## src/rtl/rle_prefetch_buffer_pkg.sv

```systemverilog
// Shared definitions for the RLE prefetch buffer.
//   state_t        : prefetch FSM states
//   DEFAULT_DEPTH  : default FIFO depth in 16-bit words
//   DEFAULT_ADDR_BITS : default flash byte-address width
//   level_w()      : width of a 0..depth occupancy count
package rle_prefetch_pkg;

  typedef enum logic [2:0] {
    IDLE,
    STOPPING,
    STARTING,
    FETCH,
    FULL
  } state_t;

  localparam int DEFAULT_DEPTH     = 4;
  localparam int DEFAULT_ADDR_BITS = 24;

  function automatic int level_w(input int depth);
    return $clog2(depth) + 1;
  endfunction

endpackage

```

## src/rtl/rle_prefetch_buffer_if.sv

```systemverilog
// Request/response bus between the prefetch buffer and spi_flash_controller.
//   spi_start_read    : open a read at spi_addr (one-cycle pulse)
//   spi_continue_read : fetch the next sequential word (one-cycle pulse)
//   spi_stop_read     : end the current read (one-cycle pulse)
//   spi_addr          : flash byte address
//   spi_data          : word returned by the controller
//   spi_busy          : controller busy, rises the cycle after any request
// master = prefetch buffer, slave = flash controller.
interface rle_prefetch_buffer_if #(
  parameter int ADDR_BITS = 24
);
  logic                 spi_start_read;
  logic                 spi_continue_read;
  logic                 spi_stop_read;
  logic [ADDR_BITS-1:0] spi_addr;
  logic [15:0]          spi_data;
  logic                 spi_busy;

  modport master (
    output spi_start_read,
    output spi_continue_read,
    output spi_stop_read,
    output spi_addr,
    input  spi_data,
    input  spi_busy
  );

  modport slave (
    input  spi_start_read,
    input  spi_continue_read,
    input  spi_stop_read,
    input  spi_addr,
    output spi_data,
    output spi_busy
  );
endinterface

```

## src/rtl/rle_prefetch_buffer_word_fifo.sv

```systemverilog
// Synchronous DEPTH x 16 word FIFO.
//   clk, rstn  : clock, asynchronous active-low reset (pointers/count only)
//   push       : write push_data (dropped when full unless popping this cycle)
//   pop        : consume head (ignored when empty)
//   flush      : empty the FIFO; wins over push and pop
//   head/valid : head word (0 when empty) and non-empty flag
//   level      : occupancy 0..DEPTH
module word_fifo
  import rle_prefetch_pkg::*;
#(
  parameter int DEPTH = DEFAULT_DEPTH
) (
  input  logic                      clk,
  input  logic                      rstn,
  input  logic                      push,
  input  logic [15:0]               push_data,
  input  logic                      pop,
  input  logic                      flush,
  output logic [15:0]               head,
  output logic                      valid,
  output logic [level_w(DEPTH)-1:0] level
);
  localparam int PW = $clog2(DEPTH);
  localparam int LW = level_w(DEPTH);

  logic [15:0]   mem [DEPTH];
  logic [PW-1:0] rd_ptr;
  logic [PW-1:0] wr_ptr;
  logic [LW-1:0] count;
  logic          pop_eff;
  logic          push_eff;

  assign pop_eff  = pop && (count != '0);
  // A full FIFO still accepts a push when the head leaves in the same cycle.
  assign push_eff = push && ((count != LW'(DEPTH)) || pop_eff);

  always_ff @(posedge clk or negedge rstn) begin
    if (!rstn) begin
      rd_ptr <= '0;
      wr_ptr <= '0;
      count  <= '0;
    end else if (flush) begin
      rd_ptr <= '0;
      wr_ptr <= '0;
      count  <= '0;
    end else begin
      if (push_eff) wr_ptr <= wr_ptr + PW'(1);
      if (pop_eff)  rd_ptr <= rd_ptr + PW'(1);
      count <= count + LW'(push_eff) - LW'(pop_eff);
    end
  end

  // Storage carries data only; emptiness is tracked by count.
  always_ff @(posedge clk) begin
    if (push_eff && !flush) mem[wr_ptr] <= push_data;
  end

  assign valid = (count != '0);
  assign head  = valid ? mem[rd_ptr] : '0;
  assign level = count;

endmodule

```

## src/rtl/rle_prefetch_buffer.sv

```systemverilog
// Prefetch stage between spi_flash_controller and the RLE video decoder.
// Keeps a flash read session streaming ahead of the decoder into a small
// word FIFO and owns the flash word address.
//   clk, rstn            : clock, asynchronous active-low reset
//   restart/restart_addr : flush and restart streaming at a word address
//   halt                 : flush, close the session, go idle
//   spi                  : request bus to the flash controller (master side)
//   data_out/data_valid  : FIFO head word and non-empty flag
//   data_pop             : consume head word (ignored when not valid)
//   level                : FIFO occupancy
module rle_prefetch_buffer
  import rle_prefetch_pkg::*;
#(
  parameter int DEPTH     = DEFAULT_DEPTH,
  parameter int ADDR_BITS = DEFAULT_ADDR_BITS
) (
  input  logic                      clk,
  input  logic                      rstn,
  input  logic                      restart,
  input  logic [ADDR_BITS-2:0]      restart_addr,
  input  logic                      halt,
  rle_prefetch_buffer_if.master     spi,
  output logic [15:0]               data_out,
  output logic                      data_valid,
  input  logic                      data_pop,
  output logic [level_w(DEPTH)-1:0] level
);
  localparam int LW  = level_w(DEPTH);
  localparam int WAW = ADDR_BITS - 1;

  state_t         state;
  state_t         state_next;
  logic [WAW-1:0] word_addr;
  logic           req_last;
  logic           start_read;
  logic           continue_read;
  logic           stop_read;
  logic           push;
  logic           flush;
  logic           pop_ok;
  logic           word_ready;
  logic           has_room;
  logic           session_open;

  assign pop_ok       = data_pop && data_valid;
  // The controller raises busy only the cycle after a request, so a low busy
  // right after our own request does not yet mean the word is there.
  assign word_ready   = !spi.spi_busy && !req_last;
  assign has_room     = (level != LW'(DEPTH)) || pop_ok;
  assign session_open = (state == FETCH) || (state == FULL);

  // State register
  always_ff @(posedge clk or negedge rstn) begin
    if (!rstn) state <= IDLE;
    else       state <= state_next;
  end

  // Next-state logic; restart outranks halt, both outrank normal flow.
  always_comb begin
    state_next = state;
    if (restart) begin
      state_next = (state == IDLE) ? STARTING : STOPPING;
    end else if (halt) begin
      state_next = IDLE;
    end else begin
      case (state)
        STOPPING: if (!spi.spi_busy) state_next = STARTING;
        STARTING: state_next = FETCH;
        FETCH:    if (word_ready && !has_room) state_next = FULL;
        FULL:     if (pop_ok) state_next = FETCH;
        default:  ;
      endcase
    end
  end

  // Output logic: SPI pulses and FIFO/address actions
  always_comb begin
    start_read    = 1'b0;
    continue_read = 1'b0;
    stop_read     = 1'b0;
    push          = 1'b0;
    flush         = restart || halt;
    if (restart || halt) begin
      // STOPPING already issued its stop; STARTING has not opened anything.
      stop_read = session_open;
    end else begin
      case (state)
        STARTING: start_read = 1'b1;
        FETCH: begin
          if (word_ready && has_room) begin
            push          = 1'b1;
            continue_read = 1'b1;
          end
        end
        FULL: begin
          if (pop_ok) begin
            push          = 1'b1;
            continue_read = 1'b1;
          end
        end
        default: ;
      endcase
    end
  end

  // Word address always names the next word to be pushed.
  always_ff @(posedge clk or negedge rstn) begin
    if (!rstn) begin
      word_addr <= '0;
      req_last  <= 1'b0;
    end else begin
      req_last <= start_read || continue_read || stop_read;
      if (restart)   word_addr <= restart_addr;
      else if (push) word_addr <= word_addr + WAW'(1);
    end
  end

  assign spi.spi_start_read    = start_read;
  assign spi.spi_continue_read = continue_read;
  assign spi.spi_stop_read     = stop_read;
  assign spi.spi_addr          = {word_addr, 1'b0};

  word_fifo #(
    .DEPTH(DEPTH)
  ) u_fifo (
    .clk       (clk),
    .rstn      (rstn),
    .push      (push),
    .push_data (spi.spi_data),
    .pop       (pop_ok),
    .flush     (flush),
    .head      (data_out),
    .valid     (data_valid),
    .level     (level)
  );

endmodule

```

## src/flat_wrapper.sv

```systemverilog
// flat-port wrapper written by rule: the top's interface ports become plain ports
module rle_prefetch_buffer_flat import rle_prefetch_pkg::*;
#(
  parameter int DEPTH     = DEFAULT_DEPTH,
  parameter int ADDR_BITS = DEFAULT_ADDR_BITS
)
  (clk, rstn, restart, restart_addr, halt, data_out, data_valid, data_pop, level, spi_spi_start_read, spi_spi_continue_read, spi_spi_stop_read, spi_spi_addr, spi_spi_data, spi_spi_busy);
  rle_prefetch_buffer_if #(.ADDR_BITS(ADDR_BITS)) spi_i ();
  input  logic clk;
  input  logic rstn;
  input  logic restart;
  input  logic [ADDR_BITS-2:0] restart_addr;
  input  logic halt;
  output logic [15:0] data_out;
  output logic data_valid;
  input  logic data_pop;
  output logic [level_w(DEPTH)-1:0] level;
  output wire logic [$bits(spi_i.spi_start_read)-1:0] spi_spi_start_read;
  output wire logic [$bits(spi_i.spi_continue_read)-1:0] spi_spi_continue_read;
  output wire logic [$bits(spi_i.spi_stop_read)-1:0] spi_spi_stop_read;
  output wire logic [$bits(spi_i.spi_addr)-1:0] spi_spi_addr;
  input wire logic [$bits(spi_i.spi_data)-1:0] spi_spi_data;
  input wire logic [$bits(spi_i.spi_busy)-1:0] spi_spi_busy;
  assign spi_spi_start_read = spi_i.spi_start_read;
  assign spi_spi_continue_read = spi_i.spi_continue_read;
  assign spi_spi_stop_read = spi_i.spi_stop_read;
  assign spi_spi_addr = spi_i.spi_addr;
  assign spi_i.spi_data = spi_spi_data;
  assign spi_i.spi_busy = spi_spi_busy;
  rle_prefetch_buffer #(.DEPTH(DEPTH), .ADDR_BITS(ADDR_BITS)) u_core (.clk(clk), .rstn(rstn), .restart(restart), .restart_addr(restart_addr), .halt(halt), .spi(spi_i), .data_out(data_out), .data_valid(data_valid), .data_pop(data_pop), .level(level));
endmodule
```

## config.mk

```make
export PLATFORM = sky130hd
export DESIGN_NAME = rle_prefetch_buffer_flat
export DESIGN_NICKNAME = d
export VERILOG_FILES = /design/src/rtl/rle_prefetch_buffer_pkg.sv /design/src/rtl/rle_prefetch_buffer_if.sv /design/src/rtl/rle_prefetch_buffer_word_fifo.sv /design/src/rtl/rle_prefetch_buffer.sv /design/src/flat_wrapper.sv
export SDC_FILE = /design/constraint.sdc
export NUM_CORES = 1
export LEC_CHECK = 0
export CORE_MARGIN = 5
export CORE_UTILIZATION = 56
export DETAILED_ROUTE_END_ITERATION = 12
export PLACE_DENSITY = 0.94
export REMOVE_ABC_BUFFERS = 1
export SLEW_MARGIN = 20
export SYNTH_ARGS = -nofsm -noshare
export SYNTH_HDL_FRONTEND = slang
export SYNTH_HIERARCHICAL = 1
export SYNTH_SLANG_ARGS = --single-unit
```

## constraint.sdc

```tcl
create_clock -name clk -period 6.1 [get_ports clk]
set_input_delay 0.61 -clock clk [delete_from_list [all_inputs] [get_ports clk]]
set_output_delay 0.61 -clock clk [all_outputs]
set_load 0.1 [all_outputs]
```

==> flow_metrics.env, run 1 <==
export IMPL_async_flop_share=0.347
export IMPL_synthMuxAreaShare=0.111
export IMPL_min_period_ps=3890
export IMPL_synth_cell_type_count=61
export IMPL_crit_path_end="u_core/u_fifo/level[2]"
export IMPL_ir_drop_mv=0.153
export IMPL_yosysWarnings=6
export IMPL_gr_usage_met2=0.345
export IMPL_cts_tree="yes"
export IMPL_dpl_hpwl_um=7080
export IMPL_final_instance_count_excl_fill=541
export IMPL_yosysMostFrequentCell="edfxtp_1"
export IMPL_diodes=0
export IMPL_r2r_end="u_core/u_fifo/level[2]"
export IMPL_fin_area_mm2=0.00589
export IMPL_antenna_found_initial=0
export IMPL_ant_nets=0
export IMPL_slew_viol_final=0
export IMPL_dpl_cell_area_mm2=0.00567
export IMPL_busiest_layer="met2"
export IMPL_core_area_mm2=0.00822
export IMPL_cts_resized_gates=0
export IMPL_dp_cells=525
export IMPL_critical_path_startpoint="restart"
export IMPL_fin_skew_ps=13.7
export IMPL_synth_compound_area_share=0.0865
export IMPL_grt_pass1_vias=3183
export IMPL_port_buffers=90
export IMPL_clkTransAtPathRegs_ps=110
export IMPL_crit_path_max_fanout=29
export IMPL_arrival_ps=4140
export IMPL_viasPerCell=5.76
export IMPL_grt_usage=0.206
export IMPL_clk_latency_ps=360
export IMPL_synthAdderAreaFrac=0.0228
export IMPL_drtIter0Drc=197
export IMPL_area_delta_synth_final_pct=24.9
export IMPL_cts_buffers=9
export IMPL_syn_cell_area_mm2=0.00472
export IMPL_use_met3=0.0434
export IMPL_drv_cap=0
export IMPL_htreeDepth=3
export IMPL_fmax_ghz=0.257
export IMPL_grt_max_degree=35
export IMPL_synth_top_family_by_area="simple AND/OR/NAND/NOR gates"
export IMPL_pre_cts_ws_ps=1890
export IMPL_start_util=0.574
export IMPL_die_h_um=102
export IMPL_worst_pin_slew_ps=996
export IMPL_die_x_um=102
export IMPL_seq_area_mm2=0.00277
export IMPL_synth_top_area_share=0.407
export IMPL_cts_hold_buf=0
export IMPL_status="finished clean"
export IMPL_p_leak_uw=0.00210
export IMPL_slew_headroom=0.334
export IMPL_finalPower_uw=1570
export IMPL_grt_setup_unrepaired="false"
export IMPL_nets=484
export IMPL_drtPass1Iterations=4
export IMPL_gp_congestion=0.893
export IMPL_ctsLongestPathBuffers=2
export IMPL_ys_seq_area_frac=0.588
export IMPL_yosys_area_share_simple=0.120
export IMPL_reg2reg_depth=15
export IMPL_io_pin_count=92
export IMPL_r2r_slack_ps=2680
export IMPL_finalSetupTns_ps=0
export IMPL_multi_input_area_mm2=0.00178
export IMPL_vias=3118
export IMPL_crit_path_start_kind="input pin"
export IMPL_layout_setup_ws_ps=2210
export IMPL_power_per_cell_area_mw_per_mm2=266
export IMPL_overflow=0
export IMPL_end_kind="flip-flop"
export IMPL_finalWirelength_um=10200
export IMPL_cts_sinks=98
export IMPL_row_count=33
export IMPL_cts_setup_buffers=0
export IMPL_die_area_mm2=0.0104
export IMPL_hold_class="flip-flop to flip-flop"
export IMPL_netlist_top_cell_by_area="edfxtp_1"
export IMPL_cp_required_ps=6360
export IMPL_synth_xor_area_frac=0.0371
export IMPL_finalHoldViolCount=0
export IMPL_synth_common_cells="edfxtp_1 (64), dfrtp_1 (34), nor2_1 (24)"
export IMPL_cts_root_buf="clkbuf_8"
export IMPL_synth_top_cells_by_area="edfxtp_1 (41%), dfrtp_1 (18%), mux4_1 (4.5%), mux4_2 (3.8%), mux2_2 (2.4%)"
export IMPL_worst_setup_path_type="input pin to flip-flop"
export IMPL_drc=0
export IMPL_synth_enable_flop_cells=64
export IMPL_syn_avg_cell_area_um2=13.8
export IMPL_drive_above_1_share=0.126
export IMPL_nFillCells=499
export IMPL_synthCells=342
export IMPL_grt_pass1_wl_um=16000
export IMPL_setup_viol=0
export IMPL_finalCritPeriodShare=0.637
export IMPL_worstReg2RegStart="u_core/u_fifo/level[2]"
export IMPL_synth_ff_type="edfxtp_1"
export IMPL_met1_usage=0.257
export IMPL_wl_per_cell_um=18.9
export IMPL_ys_ff_latch=98
[per-layer routing]
metal	up-vias	wire length (um)
met5	-	0
met4	0	253
met3	18	591
met2	119	5300
met1	1526	4080
li1	1455	-
[registers in the layout (all words and copies together) (netlist names)]
| signal | cells |
|---|---|
| u_core/u_fifo/level | 3 |
| u_core/u_fifo/wr_ptr | 2 |
| u_core/req_last | 1 |
| u_core/u_fifo/rd_ptr | 2 |
| u_core/word_addr | 23 |
| u_core/u_fifo/mem | 64 |
| u_core/state | 3 |
[metrics by stage]
| stage | util | hold WS, ps |
|---|---|---|
| floorplan | - | 314 |
| global placement | 0.691 | 560 |
| detailed placement | 0.691 | 572 |
| CTS | 0.717 | 597 |
| global route | 0.717 | 609 |
| finish | 0.717 | 596 |
[power breakdown]
part           switching (uW)  total [uW]  internal, uW
clock                     245         446           201
sequential               42.5         776           733
combinational             233         346           113
total                     521        1570          1050
[cell usage in the layout (no fill, tap or decap), types with 3 or more instances in the layout]
cell | synthesis | final
nor2b_1 | 16 | 16
o2111ai_1 | 7 | 7
xnor2_1 | 10 | 10
nor2_1 | 24 | 24
clkdlybuf4s50_1 | 0 | 89
mux4_1 | 8 | 8
buf_4 | 1 | 5
nor4_1 | 3 | 3
dfrtp_1 | 34 | 34
nand2b_1 | 4 | 4
ha_1 | 7 | 7
nor3_1 | 6 | 6
xor2_1 | 10 | 10
o211ai_1 | 8 | 8
mux2_2 | 10 | 10
mux4_2 | 8 | 8
inv_1 | 14 | 14
nand3_1 | 6 | 6
nand2_1 | 22 | 22
a21oi_1 | 5 | 5
and2_1 | 4 | 4
edfxtp_1 | 64 | 64
o21ai_1 | 14 | 14
clkbuf_8 | 0 | 9
inv_8 | 0 | 3
[layout make-up]
| type | instances | area share |
|---|---|---|
| Clock inverter | 7 | 0.0161 |
| Timing Repair Buffer | 94 | 0.158 |
| Inverter | 16 | 0.0102 |
| Clock buffer | 9 | 0.0210 |
| Sequential cell | 98 | 0.470 |
| Tap cell | 105 | 0.0223 |
| Multi-Input combinational cell | 212 | 0.302 |
[worst min-delay path by stage]
stage	start	endpoint	cells past startpoint
detailed placement	u_core/word_addr[13]	u_core/word_addr[13]	1
global placement	u_core/word_addr[13]	u_core/word_addr[13]	1
floorplan	rstn	u_core/req_last	0
finish	u_core/word_addr[13]	u_core/word_addr[13]	1
global route	u_core/word_addr[13]	u_core/word_addr[13]	1
CTS	u_core/word_addr[13]	u_core/word_addr[13]	1
[logic make-up after synthesis]
family	Yosys count
AO/OA/AOI/OAI	54
XOR/XNOR	20
adder cells (fa/ha/maj)	8
buffers and inverters	32
flip-flops	98
multiplexers	28
other	1
AND/OR/NAND/NOR	101
[critical path, cell delays in order]
cell             delay [ps]
clkdlybuf4s50_1         400
buf_4                   240
or4_4                   550
a211oi_4                510
nor2_1                  190
clkinv_1                120
nor2b_1                 290
inv_1                   100
ha_1                    280
inv_1                    70
ha_1                    130
inv_1                    50
fa_1                    390
xnor2_1                 160
nor2_1                   50
(Power assumes the default switching activity.)
==> run 2, diff against run 1 <==
--- a/config.mk
+++ b/config.mk
@@ -6,9 +6,9 @@
 export NUM_CORES = 1
 export LEC_CHECK = 0
 export CORE_MARGIN = 5
-export CORE_UTILIZATION = 56
+export CORE_UTILIZATION = 47
 export DETAILED_ROUTE_END_ITERATION = 12
-export PLACE_DENSITY = 0.94
+export PLACE_DENSITY = 0.85
 export REMOVE_ABC_BUFFERS = 1
 export SLEW_MARGIN = 20
 export SYNTH_ARGS = -nofsm -noshare
==> constraint.sdc (replaced) <==
create_clock -name clk -period 3.2 [get_ports clk]
set_input_delay 0.32 -clock clk [delete_from_list [all_inputs] [get_ports clk]]
set_output_delay 0.32 -clock clk [all_outputs]
set_load 0.1 [all_outputs]
==> run 2 against run 1 <==
Via count fell by 1.0%. Non-clock buffer count rose by 18. Global-route usage fell by 3.7 points. Largest cell class unchanged. Highest routed layer unchanged.
==> flow_metrics.env, run 2 (same netlist as run 1, synthesis figures left out) <==
export IMPL_grt_pass1_vias=3266
export IMPL_largest_reg_flops=64
export IMPL_finalSetupTns_ps=0
export IMPL_power_per_cell_area_mw_per_mm2=486
export IMPL_finalHoldViolCount=0
export IMPL_ir_drop_mv=0.294
export IMPL_crit_path_max_fanout=3
export IMPL_drtPass1Iterations=4
export IMPL_io_pin_count=92
export IMPL_worstReg2RegStart="u_core/u_fifo/level[1]"
export IMPL_cp_required_ps=3450
export IMPL_drtIter0Drc=110
export IMPL_slowest_delay_ps=400
export IMPL_die_x_um=110
export IMPL_arrival_ps=3190
export IMPL_layout_commonest_cell="clkdlybuf4s50_1"
export IMPL_top_regs="u_core/u_fifo/mem (64), u_core/word_addr (23)"
export IMPL_cts_sinks=98
export IMPL_ant_nets=0
export IMPL_critical_path_startpoint="u_core/u_fifo/level[1]"
export IMPL_core_area_mm2=0.00977
export IMPL_cts_resized_gates=0
export IMPL_slowest_stage="dfrtp_1"
export IMPL_die_h_um=110
export IMPL_end_kind="flip-flop"
export IMPL_status="finished clean"
export IMPL_clk_latency_ps=360
export IMPL_finalWirelength_um=9840
export IMPL_largest_register="u_core/u_fifo/mem"
export IMPL_finalCritPeriodShare=0.919
export IMPL_grt_setup_unrepaired="false"
export IMPL_gp_congestion=0.879
export IMPL_seq_area_mm2=0.00277
export IMPL_min_period_ps=2940
export IMPL_antenna_found_initial=0
export IMPL_cts_setup_buffers=0
export IMPL_fin_skew_ps=10.8
export IMPL_ctsLongestPathBuffers=2
export IMPL_htreeDepth=3
export IMPL_hold_class="input pin to async pin"
export IMPL_die_area_mm2=0.0121
export IMPL_crit_path_start_kind="flip-flop"
export IMPL_fmax_ghz=0.340
export IMPL_drive_above_1_share=0.214
export IMPL_port_buffers=90
export IMPL_diodes=0
export IMPL_dpl_hpwl_um=7070
export IMPL_multi_input_area_mm2=0.00178
export IMPL_layout_setup_ws_ps=260
export IMPL_grt_pass1_wl_um=15900
export IMPL_slew_viol_final=0
export IMPL_worstPathCellList="nor3_2, inv_1, a211oi_2, a211oi_4, nor2_1, clkinv_1, nor2b_1, inv_1, ha_1, inv_1, ha_1, inv_1, fa_1, xnor2_1, nor2_1"
export IMPL_nets=502
export IMPL_setup_viol=0
export IMPL_cp_common_cell="inv_1"
export IMPL_drc=0
export IMPL_vias=3086
export IMPL_slew_headroom=0.333
export IMPL_cts_tree="yes"
export IMPL_viasPerCell=5.26
export IMPL_worst_setup_path_type="flip-flop to flip-flop"
export IMPL_cts_buffers=9
export IMPL_overflow=0
export IMPL_area_delta_synth_final_pct=27.4
export IMPL_start_util=0.483
export IMPL_clkTransAtPathRegs_ps=100
export IMPL_p_leak_uw=0.00224
export IMPL_drv_cap=0
export IMPL_cts_hold_buf=0
export IMPL_wl_per_cell_um=16.8
export IMPL_cts_root_buf="clkbuf_8"
export IMPL_final_cell_mix="clkdlybuf4s50_1 (65), edfxtp_1 (64), buf_4 (45)"
export IMPL_grt_usage=0.169
export IMPL_nFillCells=761
export IMPL_pre_cts_ws_ps=63.9
export IMPL_crit_family="adder cells"
export IMPL_row_count=36
export IMPL_worst_pin_slew_ps=997
export IMPL_grt_max_degree=35
export IMPL_path_buf_inv=5
[run 2: cell count changes in the layout (fill, tap and decap cells not counted), sizes merged]
cell	before	now
clkinvlp	2	0
buf	5	47
clkdlybuf4s50	89	65
bufinv	1	0
clkinv	2	5
[run 2: worst paths after layout]
path	to	depth (start not counted)	slack [ps]
max reg2reg	u_core/u_fifo/level[2]	15	260
min reg2reg	u_core/u_fifo/rd_ptr[0]	2	580
max in group asynchronous	u_core/word_addr[3]	2	2500
min	u_core/state[0]	2	360
min in group clk	u_core/word_addr[6]	3	500
max	u_core/u_fifo/level[2]	15	260
[run 2: area by class of cell]
cell class,instances,share of cell area
timing repair buffer,112,0.171
clock buffer,9,0.0206
inverter,16,0.00999
tap,133,0.0277
multi-input combinational,212,0.296
clock inverter,7,0.0127
sequential,98,0.461
[run 2: power breakdown]
part           switching (uW)  internal, uW
combinational             436           225
clock                     467           310
sequential               84.0          1400
total                     987          1930
[run 2: per-layer routing]
| layer | global-route usage | wire length, um | vias up | share of wire |
|---|---|---|---|---|
| met4 | 0.0642 | 110 | 0 | 0.011 |
| met2 | 0.273 | 4750 | 107 | 0.48 |
| li1 | - | - | 1487 | - |
| met1 | 0.221 | 4290 | 1483 | 0.44 |
| met3 | 0.0431 | 685 | 9 | 0.070 |
| met5 | 0 | 0 | - | 0 |
[run 2: per-stage QoR]
stage	cell area, um^2	power (uW)	instances	util	hold slack [ps]
floorplan	4610	1950	326	-	24.4
detailed placement	5810	2170	571	0.594	559
CTS	6010	2950	587	0.615	359
finish	6010	2920	587	0.615	358
global placement	5810	2160	571	0.594	546
global route	6010	3050	587	0.615	388
[run 2: worst reg2reg max path, stage by stage (launching register included)]
cell      delay [ps]
dfrtp_1          400
nor3_2           210
inv_1            100
a211oi_2         370
a211oi_4         110
nor2_1           210
clkinv_1         110
nor2b_1          150
inv_1             60
ha_1             210
inv_1             70
ha_1             150
inv_1             50
fa_1             370
xnor2_1          190
nor2_1            60
==> run 3, diff against run 2 <==
--- a/config.mk
+++ b/config.mk
@@ -10,6 +10,7 @@
 export DETAILED_ROUTE_END_ITERATION = 12
 export PLACE_DENSITY = 0.85
 export REMOVE_ABC_BUFFERS = 1
+export SKIP_CTS_REPAIR_TIMING = 1
 export SLEW_MARGIN = 20
 export SYNTH_ARGS = -nofsm -noshare
 export SYNTH_HDL_FRONTEND = slang
==> results of run 3 <==
The final DEF is identical to that of run 2; final timing and power are the same.
